===== src/rtl/alu_issue_stage.sv =====
// ============================================================================
// Module   : alu_issue_stage
// Purpose  : ID->EX issue stage; MIPS decode into a two-entry registered skid buffer.
// Revision : 1.0  initial release
// ============================================================================
`default_nettype none

`ifndef ALU_ADD
`define ALU_ADD   6'h01
`define ALU_ADDU  6'h02
`define ALU_SUB   6'h03
`define ALU_SUBU  6'h04
`define ALU_AND   6'h05
`define ALU_OR    6'h06
`define ALU_XOR   6'h07
`define ALU_NOR   6'h08
`define ALU_SLT   6'h09
`define ALU_SLTU  6'h0A
`define ALU_SLL   6'h0B
`define ALU_SRL   6'h0C
`define ALU_SRA   6'h0D
`define ALU_SLLV  6'h0E
`define ALU_SRLV  6'h0F
`define ALU_SRAV  6'h10
`define ALU_JR    6'h11
`define ALU_ADDI  6'h12
`define ALU_ADDIU 6'h13
`define ALU_SLTI  6'h14
`define ALU_SLTIU 6'h15
`define ALU_ORI   6'h16
`define ALU_XORI  6'h17
`define ALU_LUI   6'h18
`endif

module alu_issue_stage #(
  parameter int OPW = 6,
  parameter int DW  = 32,
  parameter int RW  = 5
) (
  input  logic           clk,
  input  logic           rst,
  input  logic           in_valid,
  output logic           in_ready,
  input  logic [31:0]    in_instr,
  input  logic [DW-1:0]  in_rs_val,
  input  logic [DW-1:0]  in_rt_val,
  input  logic           flush,
  output logic           out_valid,
  input  logic           out_ready,
  output logic [OPW-1:0] out_aluop,
  output logic [DW-1:0]  out_a,
  output logic [DW-1:0]  out_b,
  output logic           out_wr_en,
  output logic [RW-1:0]  out_wr_reg,
  output logic           out_illegal
);

  typedef struct packed {
    logic [OPW-1:0] aluop;
    logic [DW-1:0]  a;
    logic [DW-1:0]  b;
    logic           wr_en;
    logic [RW-1:0]  wr_reg;
    logic           illegal;
  } entry_t;

  typedef enum logic [1:0] {
    S_EMPTY = 2'd0,
    S_ONE   = 2'd1,
    S_TWO   = 2'd2
  } state_t;

  state_t  r_state;
  state_t  w_next;
  logic    r_in_ready;
  entry_t  r_head;
  entry_t  r_skid;
  entry_t  w_dec;
  logic    w_accept;
  logic    w_pop;
  logic    w_ld_head;
  logic    w_head_from_skid;
  logic    w_ld_skid;

  logic [5:0]    w_op;
  logic [5:0]    w_fn;
  logic [DW-1:0] w_se;
  logic [DW-1:0] w_ze;
  logic [DW-1:0] w_sh;
  logic [RW-1:0] w_rd;
  logic [RW-1:0] w_rt;
  logic          w_wants_wr;
  logic          w_unused;

  assign w_op     = in_instr[31:26];
  assign w_fn     = in_instr[5:0];
  assign w_se     = {{(DW-16){in_instr[15]}}, in_instr[15:0]};
  assign w_ze     = {{(DW-16){1'b0}}, in_instr[15:0]};
  assign w_sh     = {{(DW-5){1'b0}}, in_instr[10:6]};
  assign w_rd     = RW'(in_instr[15:11]);
  assign w_rt     = RW'(in_instr[20:16]);
  // rs index is not needed: the register file already supplied its value
  assign w_unused = ^in_instr[25:21];

  always_comb begin
    w_dec         = '0;
    w_dec.aluop   = `ALU_ADDU;
    w_wants_wr    = 1'b0;
    if (w_op == 6'h00) begin
      w_dec.a      = in_rs_val;
      w_dec.b      = in_rt_val;
      w_dec.wr_reg = w_rd;
      w_wants_wr   = 1'b1;
      case (w_fn)
        6'h20: w_dec.aluop = `ALU_ADD;
        6'h21: w_dec.aluop = `ALU_ADDU;
        6'h22: w_dec.aluop = `ALU_SUB;
        6'h23: w_dec.aluop = `ALU_SUBU;
        6'h24: w_dec.aluop = `ALU_AND;
        6'h25: w_dec.aluop = `ALU_OR;
        6'h26: w_dec.aluop = `ALU_XOR;
        6'h27: w_dec.aluop = `ALU_NOR;
        6'h2A: w_dec.aluop = `ALU_SLT;
        6'h2B: w_dec.aluop = `ALU_SLTU;
        6'h00: begin w_dec.aluop = `ALU_SLL;  w_dec.a = w_sh; end
        6'h02: begin w_dec.aluop = `ALU_SRL;  w_dec.a = w_sh; end
        6'h03: begin w_dec.aluop = `ALU_SRA;  w_dec.a = w_sh; end
        6'h04: begin w_dec.aluop = `ALU_SLLV; w_dec.a = {{(DW-5){1'b0}}, in_rs_val[4:0]}; end
        6'h06: begin w_dec.aluop = `ALU_SRLV; w_dec.a = {{(DW-5){1'b0}}, in_rs_val[4:0]}; end
        6'h07: begin w_dec.aluop = `ALU_SRAV; w_dec.a = {{(DW-5){1'b0}}, in_rs_val[4:0]}; end
        6'h08: begin w_dec.aluop = `ALU_JR;   w_dec.b = '0; w_wants_wr = 1'b0; end
        default: w_dec.illegal = 1'b1;
      endcase
    end else begin
      w_dec.a      = in_rs_val;
      w_dec.b      = w_se;
      w_dec.wr_reg = w_rt;
      w_wants_wr   = 1'b1;
      case (w_op)
        6'h08: w_dec.aluop = `ALU_ADDI;
        6'h09: w_dec.aluop = `ALU_ADDIU;
        6'h0A: w_dec.aluop = `ALU_SLTI;
        6'h0B: w_dec.aluop = `ALU_SLTIU;
        6'h0C: begin w_dec.aluop = `ALU_AND;  w_dec.b = w_ze; end
        6'h0D: begin w_dec.aluop = `ALU_ORI;  w_dec.b = w_ze; end
        6'h0E: begin w_dec.aluop = `ALU_XORI; w_dec.b = w_ze; end
        6'h0F: begin w_dec.aluop = `ALU_LUI;  w_dec.a = '0; w_dec.b = w_ze; end
        // memory stage owns write-back for loads and stores
        6'h23, 6'h2B: begin w_dec.aluop = `ALU_ADDU; w_wants_wr = 1'b0; end
        default: w_dec.illegal = 1'b1;
      endcase
    end
    if (w_dec.illegal) begin
      w_dec.aluop = `ALU_ADDU;
      w_dec.a     = '0;
      w_dec.b     = '0;
      w_wants_wr  = 1'b0;
    end
    w_dec.wr_en = w_wants_wr && (w_dec.wr_reg != '0);
    if (!w_dec.wr_en) begin
      w_dec.wr_reg = '0;
    end
  end

  assign w_accept = in_valid && r_in_ready;
  assign w_pop    = out_valid && out_ready;

  always_comb begin
    w_next           = r_state;
    w_ld_head        = 1'b0;
    w_head_from_skid = 1'b0;
    w_ld_skid        = 1'b0;
    if (flush) begin
      w_next = S_EMPTY;
    end else begin
      case (r_state)
        S_EMPTY: if (w_accept) begin
          w_next    = S_ONE;
          w_ld_head = 1'b1;
        end
        S_ONE: if (w_accept && w_pop) begin
          w_ld_head = 1'b1;
        end else if (w_accept) begin
          w_next    = S_TWO;
          w_ld_skid = 1'b1;
        end else if (w_pop) begin
          w_next = S_EMPTY;
        end
        S_TWO: if (w_pop) begin
          w_next           = S_ONE;
          w_ld_head        = 1'b1;
          w_head_from_skid = 1'b1;
        end
        default: w_next = S_EMPTY;
      endcase
    end
  end

  always_ff @(posedge clk or posedge rst) begin
    if (rst) begin
      r_state    <= S_EMPTY;
      r_in_ready <= 1'b0;
      r_head     <= '0;
      r_skid     <= '0;
    end else begin
      r_state    <= w_next;
      r_in_ready <= (w_next != S_TWO);
      if (w_ld_head) begin
        r_head <= w_head_from_skid ? r_skid : w_dec;
      end
      if (w_ld_skid) begin
        r_skid <= w_dec;
      end
    end
  end

  assign in_ready    = r_in_ready;
  assign out_valid   = (r_state != S_EMPTY);
  assign out_aluop   = r_head.aluop;
  assign out_a       = r_head.a;
  assign out_b       = r_head.b;
  assign out_wr_en   = r_head.wr_en;
  assign out_wr_reg  = r_head.wr_reg;
  assign out_illegal = r_head.illegal;

endmodule

`default_nettype wire


===== config.mk =====
export PLATFORM = sky130hd
export DESIGN_NAME = alu_issue_stage
export DESIGN_NICKNAME = d
export VERILOG_FILES = /design/src/rtl/alu_issue_stage.sv
export SDC_FILE = /design/constraint.sdc
export NUM_CORES = 1
export LEC_CHECK = 0
export BUFFER_PORTS_ARGS = -buffer_cell sky130_fd_sc_hd__buf_2
export CORE_ASPECT_RATIO = 1.5
export CORE_MARGIN = 3
export CORE_UTILIZATION = 25
export CTS_CLUSTER_DIAMETER = 60
export DETAILED_ROUTE_END_ITERATION = 7
export GPL_TIMING_DRIVEN = 0
export PLACE_DENSITY = 0.5
export SYNTH_ARGS = -nofsm -noshare
export SYNTH_HDL_FRONTEND = slang
export SYNTH_SLANG_ARGS = --single-unit

===== constraint.sdc =====
create_clock -name clk -period 10.9 [get_ports clk]
set_clock_uncertainty 0.15 [all_clocks]
set_input_delay 1.09 -clock clk [delete_from_list [all_inputs] [get_ports clk]]
set_output_delay 1.09 -clock clk [all_outputs]
set_load 0.02 [all_outputs]

==> reports/summary.log, run 1 <==
qor: yosys.netlist_top_cells_area dfrtp_1, o21ai_0, a22oi_1, nand2_1, nand2b_1
qor: finish.nNetsFinal 1030
qor: sta.hold_viol_final 0
qor: sta.fmax 0.284 GHz
qor: yosys.yosysWarnings 0
qor: place.hpwlAfterDp 18.3 mm
qor: route.via_count 6337
qor: sta.worst_slew_pin_slew 1.04 ns
qor: cts.post_cts.resized_instances 0
qor: yosys.synth_cells 738
qor: place.port_buffers 171
qor: global_route.first_pass_grt_wire_length 37.7 mm
qor: global_route.grt_pass1_vias 6357
qor: finish.drive_above_1_share 23.9%
qor: route.drt-total-wl 24.5 mm
qor: job.cap_violations 0
qor: yosys.area_share_of_the_largest_cell_type_after_synthesis 54.6%
qor: cts.post_cts_setup_bufs 0
qor: finish.area_delta_synth_final 27.4%
qor: worst_setup_path.criticalPathCategory primary input to flip-flop
qor: global_route.grt_max_degree 124
qor: sta.setup_repair_after_global_routing_missed_its_margin no
qor: sta.timing.setup.tns 0 ns
qor: status.status complete, no violations
qor: yosys.syn_area_per_cell 9.62 sq um
qor: die.core_area 27600 sq um
qor: route.wl_per_cell 19.1 um
qor: yosys.synth_area_leader_cell dfrtp_1
qor: worst_setup_path.critPathLaunchType primary input
qor: yosys.synth_top_flop_cell dfrtp_1
qor: cts.cts-buffers-inserted 17
qor: sta.final_max_slew_viol_count 0
qor: pwr.total_leakage_power 0.00422 uW
qor: cts.cts_root_buffer clkbuf_16
qor: global_route.grt_remaining_overflow 0
qor: sta.final_period_minus_worst_setup_slack 3.52 ns
qor: sta.setup_ws 7.38 ns
qor: cts.cts_sinks 155
qor: cts.clock_tree_from_tritoncts built
qor: finish.regMostFlops r_skid
qor: yosys.postSynthNetCount 839
qor: route.via_per_inst 4.94
qor: yosys.yosys_register_bits 155
qor: route.drt-initial-drc-count 406
qor: die.rows 74
qor: die.height_of_the_die 212 um
qor: place.place_worst_setup_slack 7.00 ns
qor: worst_setup_path.critPathLaunch in_instr[26]
qor: sta.final.period_utilization 32.3%
qor: pwr.cellPowerDensity 164 nW/um^2
qor: sta.setup_viol 0
qor: cts.htree_depth 4
qor: yosys.synth_cell_types 51
qor: cts.clk_transition_reported_paths 0.06 ns
qor: worst_setup_path.critical_path.reg2reg.endpoint out_b[2]
qor: worst_setup_path.reg2regPathDepth 7
qor: finish.mostFrequentLayoutCells buf_2, dfrtp_1, o21ai_0, nand2_1, a22oi_1
qor: sta.max_slew_margin 29.0%
qor: worst_setup_path.r2r_setup_slack 8.15 ns
qor: yosys.syn-cell-area 7100 sq um
qor: worst_setup_path.timing.critical_path.to_type flip-flop
qor: pwr.max_rail_drop_vdd 0.0855 mV
qor: worst_setup_path.crit_required 11.09 ns
qor: worst_setup_path.crit-reg2reg-launch r_state[0]
qor: die.start_util 25.7%
qor: finish.most_common_cell_after_layout_fill_and_taps_aside buf_2
qor: finish.largest_reg_flops 76
qor: die.die_width 144 um
qor: global_route.grt.total_usage 16.2%
qor: yosys.edff_count_synth 0
qor: worst_setup_path.critical_path_arrival 3.71 ns
qor: yosys.asyncSetResetFlopFracSynth 100%
qor: yosys.seq_total_area_yosys 54.6%
qor: route.drt_pass1_iterations 4
qor: finish.insertedDiodeCount 0
qor: worst_setup_path.crit_fanout 10
qor: cts.ctsLongestPathBuffers 2
qor: die.floorplan.die_area 30500 sq um
qor: route.drc_errors 0
qor: place.gpl.final_weighted_congestion 0.823
qor: worst_hold_path.hold_class flip-flop to flip-flop
qor: die.io-pin-count 180
qor: route.ant_nets 0
qor: cts.insertion_delay 0.43 ns
qor: global_route.number_of_antenna_violations_at_the_first_check_in_global_routing 1
qor: cts.cts_hold_repair.buffers 0
qor: worst_setup_path.cp-endpoint out_b[16]
-- metal layers --
layer,vias to the layer above,track usage [%],wire (um)
li1,3052,-,-
met1,3071,21.1,10600
met2,180,27.1,12300
met3,32,3.62,1180
met4,2,4.26,398
met5,-,0,7
-- through the flow --
| step | hold WS [ns] | utilization [%] | total power [uW] | instances | instance area, sq um |
|---|---|---|---|---|---|
| after global routing | 0.350 | 32.8 | 1550 | 1283 | 9040 |
| after detailed placement | 0.321 | 30.5 | 861 | 1252 | 8420 |
| final | 0.328 | 32.8 | 1480 | 1283 | 9040 |
| after CTS | 0.334 | 32.8 | 1500 | 1283 | 9040 |
| after global placement | 0.311 | 30.4 | 857 | 1251 | 8380 |
| after floorplan | 0.300 | - | 771 | 738 | 7100 |
-- area by class of cell --
class                           count  area [sq um]
Clock buffer                       21           460
Sequential cell                   155          3880
Inverter                            7          33.8
Multi-Input combinational cell    518          2950
Tap cell                          342           428
Fill cell                        2928         18500
Buffer                             58           244
Timing Repair Buffer              172           883
Clock inverter                     10           166
-- worst min-delay path by stage --
stage	to	depth (start not counted)	slack, ns	start
2_1_floorplan	r_skid[0]	2	0.30	r_skid[0]
3_3_place_gp	r_skid[20]	2	0.31	r_skid[20]
3_5_place_dp	r_skid[3]	2	0.32	r_skid[3]
4_1_cts	r_skid[30]	2	0.33	r_skid[30]
5_1_grt	r_skid[51]	2	0.35	r_skid[51]
6_report	r_skid[30]	2	0.33	r_skid[30]
-- synth_stat cells, drive strengths merged, types with 3 or more instances --
library cell,number
a211o,3
a211oi,3
a21oi,24
a22o,16
a22oi,76
a31oi,4
and2,3
buf,13
clkbuf,45
dfrtp,155
inv,7
mux2i,9
nand2,103
nand2b,34
nand3,8
nor2,22
nor2b,5
nor3,7
o211ai,3
o21ai,156
o31ai,7
or2,3
or4,5
-- power breakdown --
group | internal, uW | switching, uW
Clock | 395 | 243
Combinational | 69.0 | 126
Sequential | 624 | 27.5
-- worst max-delay path: stages --
cell and delay (ns):
buf_2 0.12, clkbuf_1 0.20, nor2_1 0.24, nor3_1 0.07, a2111oi_0 0.90, nand3_1 0.49, clkbuf_1 0.35, o21ai_0 0.23
-- cells by family after synthesis --
logic type	count (synthesis)	share of synthesized area, %
AO/OA/AOI/OAI	304	26.4
flip-flops	155	54.6
buffers and inverters	65	3.81
multiplexers	9	1.27
AND/OR/NAND/NOR	202	13.6
other	1	0.0528
XOR/XNOR	2	0.247
Power figures use the tool's default switching activity.
==> run 2: changes to the inputs <==
==> constraint.sdc (replaced) <==
create_clock -name clk -period 3.3 [get_ports clk]
set_clock_uncertainty 0.15 [all_clocks]
set_input_delay 0.33 -clock clk [delete_from_list [all_inputs] [get_ports clk]]
set_output_delay 0.33 -clock clk [all_outputs]
set_load 0.02 [all_outputs]
==> reports/summary.log, run 2 (synthesized netlist as in run 1, its figures left out) <==
qor: sta.fin_hold_ws 0.0335 ns [-0.294 ns]
qor: worst_setup_path.timing.critical_path.to_type flip-flop
qor: worst_setup_path.crit_buf_inv 4 [+1]
qor: worst_setup_path.criticalPathCategory primary input to flip-flop
qor: route.via_per_inst 4.95 [+0.19%]
qor: finish.most_common_cell_after_layout_fill_and_taps_aside buf_2
qor: sta.max_slew_margin 36.3% [+7.3 points]
qor: sta.worst_slew_pin_slew 0.931 ns [-0.106 ns]
qor: route.drt-total-wl 24.5 mm [about the same]
qor: global_route.grt.total_usage 16.2% [+0.063 points]
qor: worst_setup_path.r2r_setup_slack 0.55 ns [-7.60 ns]
qor: worst_setup_path.critical_path.cell_chain dlygate4sd3_1, buf_2, nor4_1, nor2_1, clkbuf_1, clkbuf_1, a22oi_1, o21ai_0
qor: pwr.finalPower 5000 uW [+240%]
qor: pwr.internal_power 3690 uW [+240%]
qor: global_route.number_of_antenna_violations_at_the_first_check_in_global_routing 0 [-1]
qor: sta.setup_repair_after_global_routing_missed_its_margin no
qor: pwr.total_leakage_power 0.00427 uW [+1.3%]
qor: sta.final_max_slew_viol_count 0 [unchanged]
qor: route.via_count 6374 [+0.58%]
qor: cts.cts-buffers-inserted 17 [unchanged]
qor: die.floorplan.die_area 30500 sq um [unchanged]
qor: sta.final_period_minus_worst_setup_slack 2.87 ns
qor: global_route.grt_remaining_overflow 0 [unchanged]
qor: pwr.power_frac_comb 13.1% [about the same]
qor: finish.insertedDiodeCount 0 [unchanged]
qor: route.drt-initial-drc-count 370 [-8.9%]
qor: worst_setup_path.slowest_stage nor4_1
qor: worst_setup_path.critPathLaunchType primary input
qor: finish.area_delta_synth_final 28.8%
qor: die.die_width 144 um [unchanged]
qor: cts.insertion_delay 0.43 ns [about the same]
qor: die.io-pin-count 180 [unchanged]
qor: worst_setup_path.worst_path_dominant_cell_family buffers and inverters
qor: status.status complete, no violations
qor: finish.regMostFlops r_skid
qor: cts.post_cts.resized_instances 0 [unchanged]
qor: cts.htree_depth 4 [unchanged]
qor: pwr.cellPowerDensity 547 nW/um^2 [+230%]
qor: place.port_buffers 171 [unchanged]
qor: route.drt_pass1_iterations 5 [+1]
qor: sta.final.period_utilization 87.0%
qor: finish.mostFrequentLayoutCells buf_2, dfrtp_1, o21ai_0, nand2_1, a22oi_1
qor: worst_setup_path.crit_required 3.44 ns [-7.65 ns]
qor: cts.clock_tree_from_tritoncts built
qor: job.cap_violations 0 [unchanged]
qor: sta.setup_viol 0 [unchanged]
qor: finish.drive_above_1_share 24.3% [+0.40 points]
qor: global_route.grt_max_degree 41 [-67%]
qor: cts.ctsLongestPathBuffers 2 [unchanged]
qor: die.start_util 25.7% [unchanged]
qor: pwr.switching_share 26.2% [-0.52 points]
qor: sta.setup_ws 0.428 ns [-6.95 ns]
qor: cts.cts_sinks 155 [unchanged]
qor: worst_hold_path.hold_class primary input to flip-flop
qor: pwr.power.share.sequential 43.0% [-0.9 points]
qor: route.drc_errors 0 [unchanged]
qor: die.rows 74 [unchanged]
qor: pwr.pwr-share-clk 43.9% [+0.9 points]
qor: finish.layout.cells.non_filler 1288 [+0.39%]
qor: worst_setup_path.crit_fanout 10 [unchanged]
qor: worst_setup_path.worst_path_largest_cell_delay 0.67 ns [-0.23 ns]
qor: sta.hold_viol_final 0 [unchanged]
qor: pwr.max_rail_drop_vdd 0.301 mV [+250%]
qor: die.core_area 27600 sq um [unchanged]
qor: finish.fillCellCount 2969 [+1.4%]
qor: place.gpl.final_weighted_congestion 0.798 [-3.0%]
qor: cts.clk_transition_reported_paths 0.06 ns [about the same]
qor: place.placed_cells_incl_taps 1255 [+0.24%]
qor: place.hpwlAfterDp 18.6 mm [+1.8%]
qor: worst_setup_path.critical_path_arrival 3.01 ns [-0.70 ns]
qor: sta.fmax 0.348 GHz
qor: pwr.netSwitchingPower 1310 uW [+230%]
qor: cts.cts_root_buffer clkbuf_16
qor: global_route.grt_pass1_vias 6437 [+1.3%]
qor: die.height_of_the_die 212 um [unchanged]
qor: route.wl_per_cell 19.0 um [-0.30%]
qor: place.place_worst_setup_slack 0.245 ns [-6.76 ns]
qor: finish.largest_reg_flops 76 [unchanged]
qor: cts.post_cts_setup_bufs 0 [unchanged]
qor: route.ant_nets 0 [unchanged]
qor: worst_setup_path.critical_path.most_common_cell clkbuf_1
qor: global_route.first_pass_grt_wire_length 37.6 mm [-0.15%]
qor: finish.nNetsFinal 1035 [+0.49%]
[run 2: cell count changes in the layout (fill, tap and decap cells not counted), moves of 2 or more]
cell           delta
buf_12            +4
clkbuf_1          -2
dlygate4sd3_1     +2
clkinv_2          +2
[run 2: cell type report]
type                    instances  area (sq um)  area share [%]
inverters                       7          30.0           0.328
plain buffers                  58           244            2.67
flip-flops and latches        155          3880            42.4
multi-input cells             518          2950            32.3
clock buffers                  20           467            5.10
clock inverters                11           191            2.09
well taps                     342           428            4.68
repair buffers                177           956            10.5
[run 2: power groups by stage]
stage / clock, uW / sequential [uW] / combinational, uW
global route: 2330 / 2170 / 733
finish: 2200 / 2150 / 654
CTS: 2240 / 2150 / 667
floorplan: 0 / 2260 / 290
global placement: 0 / 2190 / 645
detailed placement: 0 / 2190 / 664
[run 2: tightest hold or removal path, cell delays in order]
cell	delay, ns
buf_2	0.10
nand2b_1	0.07
o21ai_0	0.07
[run 2: what timing repair did]
item                       in CTS  in global routing
hold buffers                    2                  0
hold endpoints to repair       26                  0
setup endpoints to repair       0                  0
[run 2: through the flow]
| step | area [sq um] | util (%) | TNS (ns) |
|---|---|---|---|
| after CTS | 9150 | 33.1 | 0 |
| after detailed placement | 8470 | 30.7 | 0 |
| final | 9150 | 33.1 | 0 |
| after floorplan | 7100 | - | 0 |
| after global routing | 9150 | 33.1 | 0 |
| after global placement | 8390 | 30.4 | -37.80 |
[run 2: path summary, 6_finish.rpt]
check                             start          to  depth (start not counted)
max in group asynchronous           rst   r_skid[7]                          5
hold / removal             in_rs_val[9]  r_skid[48]                          3
setup reg to reg             r_state[0]    out_b[1]                          7
hold reg to reg              r_skid[11]  r_skid[11]                          2
min in group asynchronous           rst   out_b[25]                          3
setup / recovery                  flush    out_b[1]                          8
[run 2: layer usage]
layer | global-route usage (%) | wire length, um
met4 | 4.71 | 317
met3 | 3.40 | 1110
met2 | 27.9 | 12500
met5 | 0 | 0
met1 | 20.6 | 10600
==> run 3: changes to the inputs <==
--- a/config.mk
+++ b/config.mk
@@ -5,14 +5,16 @@
 export SDC_FILE = /design/constraint.sdc
 export NUM_CORES = 1
 export LEC_CHECK = 0
+export ABC_AREA = 1
 export BUFFER_PORTS_ARGS = -buffer_cell sky130_fd_sc_hd__buf_2
 export CORE_ASPECT_RATIO = 1.5
 export CORE_MARGIN = 3
 export CORE_UTILIZATION = 25
 export CTS_CLUSTER_DIAMETER = 60
+export CTS_CLUSTER_SIZE = 24
 export DETAILED_ROUTE_END_ITERATION = 7
 export GPL_TIMING_DRIVEN = 0
-export PLACE_DENSITY = 0.5
+export PLACE_DENSITY = 0.49
 export SYNTH_ARGS = -nofsm -noshare
 export SYNTH_HDL_FRONTEND = slang
 export SYNTH_SLANG_ARGS = --single-unit
==> reports/summary.log, run 3 <==
qor: finish.largest_reg_flops 76 [unchanged]
qor: worst_setup_path.slowest_stage clkbuf_1
qor: finish.multi_input_area 3520 sq um [+19%]
qor: yosys.ys_top_cells_by_count nand2_1, nand3_1, dfrtp_1
qor: worst_setup_path.criticalPathCategory flip-flop to flip-flop
qor: worst_setup_path.critical_path.reg2reg.endpoint out_a[28]
qor: yosys.syn_area_per_cell 7.59 sq um [-21%]
qor: worst_setup_path.critical_path.cell_chain inv_1, nand4_1, inv_2, buf_2, clkbuf_1, nand2_1, nand3_1
qor: yosys.edff_count_synth 0 [unchanged]
qor: worst_setup_path.crit-reg2reg-launch r_state[0]
qor: cts.post_cts.resized_instances 0 [unchanged]
qor: cts.htree_depth 4 [unchanged]
qor: finish.most_common_cell_after_layout_fill_and_taps_aside nand2_1
qor: yosys.postSynthNetCount 1164 [+39%]
qor: sta.max_slew_margin 56.7% [+20 points]
qor: cts.insertion_delay 0.44 ns [about the same]
qor: yosys.synth.area.mux_share 0% [-1.3 points]
qor: worst_hold_path.hold_class primary input to flip-flop
qor: global_route.first_pass_grt_wire_length 44.2 mm [+17%]
qor: yosys.synth_top_flop_cell dfrtp_1
qor: route.via_per_inst 4.60 [-7.0%]
qor: worst_setup_path.critical_path_arrival 2.69 ns [-0.32 ns]
qor: die.core_area 31400 sq um [+14%]
qor: cts.cts_root_buffer clkbuf_16
qor: yosys.area_share_of_the_largest_cell_type_after_synthesis 48.1% [-6.5 points]
qor: worst_setup_path.critPathLaunchType flip-flop
qor: worst_setup_path.crit_required 3.52 ns [+0.08 ns]
qor: route.route.met3.wl 1.17 mm [+6.0%]
qor: sta.final_period_minus_worst_setup_slack 2.47 ns [-0.399 ns]
qor: yosys.netlist_top_cells_area dfrtp_1, nand2_1, nand3_1, inv_1, nor2_1
qor: place.gpl.final_weighted_congestion 0.894 [+12%]
qor: global_route.number_of_antenna_violations_at_the_first_check_in_global_routing 2 [+2]
qor: cts.clock_tree_from_tritoncts built
qor: worst_setup_path.critPathLaunch r_state[0]
qor: yosys.yosys_register_bits 155 [unchanged]
qor: sta.fmax 0.404 GHz [+16%]
qor: worst_setup_path.worst-path-stages 7 [-1]
qor: yosys.synth_area_leader_cell dfrtp_1
qor: finish.insertedDiodeCount 0 [unchanged]
qor: pwr.total_leakage_power 0.00551 uW [+29%]
qor: die.die_width 153 um [+6.3%]
qor: cts.cts_sinks 155 [unchanged]
qor: route.via_count 7719 [+21%]
qor: yosys.synth_cells 1063 [+44%]
qor: yosys.synth_cell_types 33 [-35%]
qor: route.drt-initial-drc-count 495 [+34%]
qor: finish.fillCellCount 3488 [+17%]
qor: sta.fin_hold_ws 0.0341 ns [+0.000651 ns]
qor: die.io-pin-count 180 [unchanged]
qor: finish.ff_latch_area 3880 sq um [unchanged]
qor: pwr.max_rail_drop_vdd 0.347 mV [+15%]
qor: yosys.syn-cell-area 8060 sq um [+14%]
qor: sta.setup_repair_after_global_routing_missed_its_margin no
qor: yosys.asyncSetResetFlopFracSynth 100% [unchanged]
qor: cts.cts_hold_repair.buffers 1 [-1]
qor: sta.worst_slew_pin_slew 0.650 ns [-0.281 ns]
qor: yosys.yosysWarnings 0 [unchanged]
qor: finish.drive_above_1_share 22.5% [-1.8 points]
qor: die.floorplan.die_area 34500 sq um [+13%]
qor: route.wl_per_cell 17.0 um [-11%]
qor: worst_setup_path.cp-endpoint out_a[28]
qor: global_route.grt_pass1_vias 7803 [+21%]
qor: route.drc_errors 0 [unchanged]
qor: die.start_util 25.7% [-0.075 points]
qor: yosys.seq_total_area_yosys 48.1% [-6.5 points]
qor: die.rows 79 [+6.8%]
qor: yosys.synthAdderAreaFrac 0% [unchanged]
qor: worst_setup_path.crit_buf_inv 4 [unchanged]
qor: pwr.cellPowerDensity 516 nW/um^2 [-5.7%]
qor: route.drt-total-wl 28.5 mm [+16%]
qor: worst_setup_path.crit_fanout 10 [unchanged]
qor: status.status complete, no violations
qor: finish.area_delta_synth_final 25.9%
qor: yosys.synth-compound-area-share 5.60% [-21 points]
qor: route.ant_nets 0 [unchanged]
qor: global_route.grt.total_usage 16.5% [+0.22 points]
qor: sta.final.period_utilization 75.0% [-12 points]
qor: place.hpwlAfterDp 21.6 mm [+16%]
qor: finish.nNetsFinal 1361 [+31%]
qor: finish.regMostFlops r_skid
qor: yosys.post-synth-top-count-cell nand2_1
qor: finish.mostFrequentLayoutCells nand2_1, nand3_1, buf_2, dfrtp_1, inv_1
qor: yosys.synth_xor_area_share 0% [-0.25 points]
qor: cts.ctsLongestPathBuffers 2 [unchanged]
qor: cts.post_cts_setup_bufs 0 [unchanged]
qor: sta.setup_viol 0 [unchanged]
qor: die.height_of_the_die 226 um [+6.4%]
qor: job.cap_violations 0 [unchanged]
qor: place.port_buffers 173 [+1.2%]
qor: worst_setup_path.r2r_setup_slack 0.83 ns [+0.28 ns]
qor: global_route.grt_remaining_overflow 0 [unchanged]
qor: sta.final_max_slew_viol_count 0 [unchanged]
qor: yosys.dominant_combinational_cell_family_by_area_after_synthesis simple AND/OR/NAND/NOR gates
qor: route.met2WireLength 14.4 mm [+16%]
qor: yosys.post_synth_and_or_nand_nor_area_fraction 38.0% [+24 points]
qor: pwr.finalPower 5240 uW [+4.7%]
qor: worst_setup_path.reg2regPathDepth 7 [unchanged]
qor: cts.clk_transition_reported_paths 0.07 ns [about the same]
qor: worst_setup_path.timing.critical_path.to_type flip-flop
qor: worst_setup_path.worst_path_dominant_cell_family buffers and inverters
qor: route.drt_pass1_iterations 6 [+1]
qor: sta.hold_viol_final 0 [unchanged]
qor: cts.cts-buffers-inserted 17 [unchanged]
qor: global_route.grt_max_degree 41 [unchanged]
qor: worst_setup_path.worst_path_largest_cell_delay 0.54 ns [-0.13 ns]
qor: route.met1_length 12.2 mm [+15%]
qor: route.highest_layer met5
qor: sta.timing.setup.tns 0 ns [unchanged]
run 3: cell types whose count changed after synthesis, sizes merged, moves of 72 or more:
cell and change:
inv +72, nand3 +213, o21ai -114, a22oi -76, nand2 +301
run 3: through the flow:
| step | instance area, sq um | std cells | util, % | setup WS (ns) |
|---|---|---|---|---|
| CTS | 10200 | 1678 | 32.3 | 0.766 |
| global route | 10200 | 1678 | 32.3 | 0.645 |
| global placement | 9440 | 1641 | 30.0 | -0.374 |
| floorplan | 8070 | 1063 | - | 0.861 |
| detailed placement | 9520 | 1645 | 30.3 | 0.712 |
| finish | 10200 | 1678 | 32.3 | 0.826 |
run 3: kinds of logic after synthesis:
logic type	after synthesis
flops	155
compound gates	75
buf+inv	143
simple gates	689
other cells	1
run 3: worst min path at each step:
stage          cells past startpoint          to  slack (ns)  startpoint
6_report                           4  r_state[0]        0.03       flush
3_5_place_dp                       2   out_b[23]        0.10         rst
4_1_cts                            4  r_state[0]       0.003       flush
2_1_floorplan                      2  r_skid[72]        0.30  r_skid[72]
3_3_place_gp                       2  r_skid[46]        0.31  r_skid[46]
5_1_grt                            4  r_state[0]        0.04       flush
run 3: where the power goes:
part	internal, uW	switching (uW)
Sequential	2110	119
Combinational	300	583
Clock	1270	849
run 3: worst register-to-register path, cell delays in order (launching register included):
cell      delay (ns)
dfrtp_1         0.41
inv_1           0.10
nand4_1         0.31
inv_2           0.32
buf_2           0.33
clkbuf_1        0.55
nand2_1         0.13
nand3_1         0.11
run 3: area by class of cell:
type | instances | area share, %
well taps | 405 | 4.99
clock buffers | 19 | 4.26
flip-flops and latches | 155 | 38.2
plain buffers | 64 | 3.61
clock inverters | 13 | 1.89
inverters | 79 | 3.01
multi-input cells | 765 | 34.6
repair buffers | 178 | 9.41
run 3: per-layer routing:
| layer | global-route usage [%] | vias up |
|---|---|---|
| met2 | 28.6 | 186 |
| met3 | 3.51 | 37 |
| li1 | - | 3804 |
| met5 | 0 | - |
| met1 | 20.3 | 3688 |
| met4 | 5.84 | 4 |
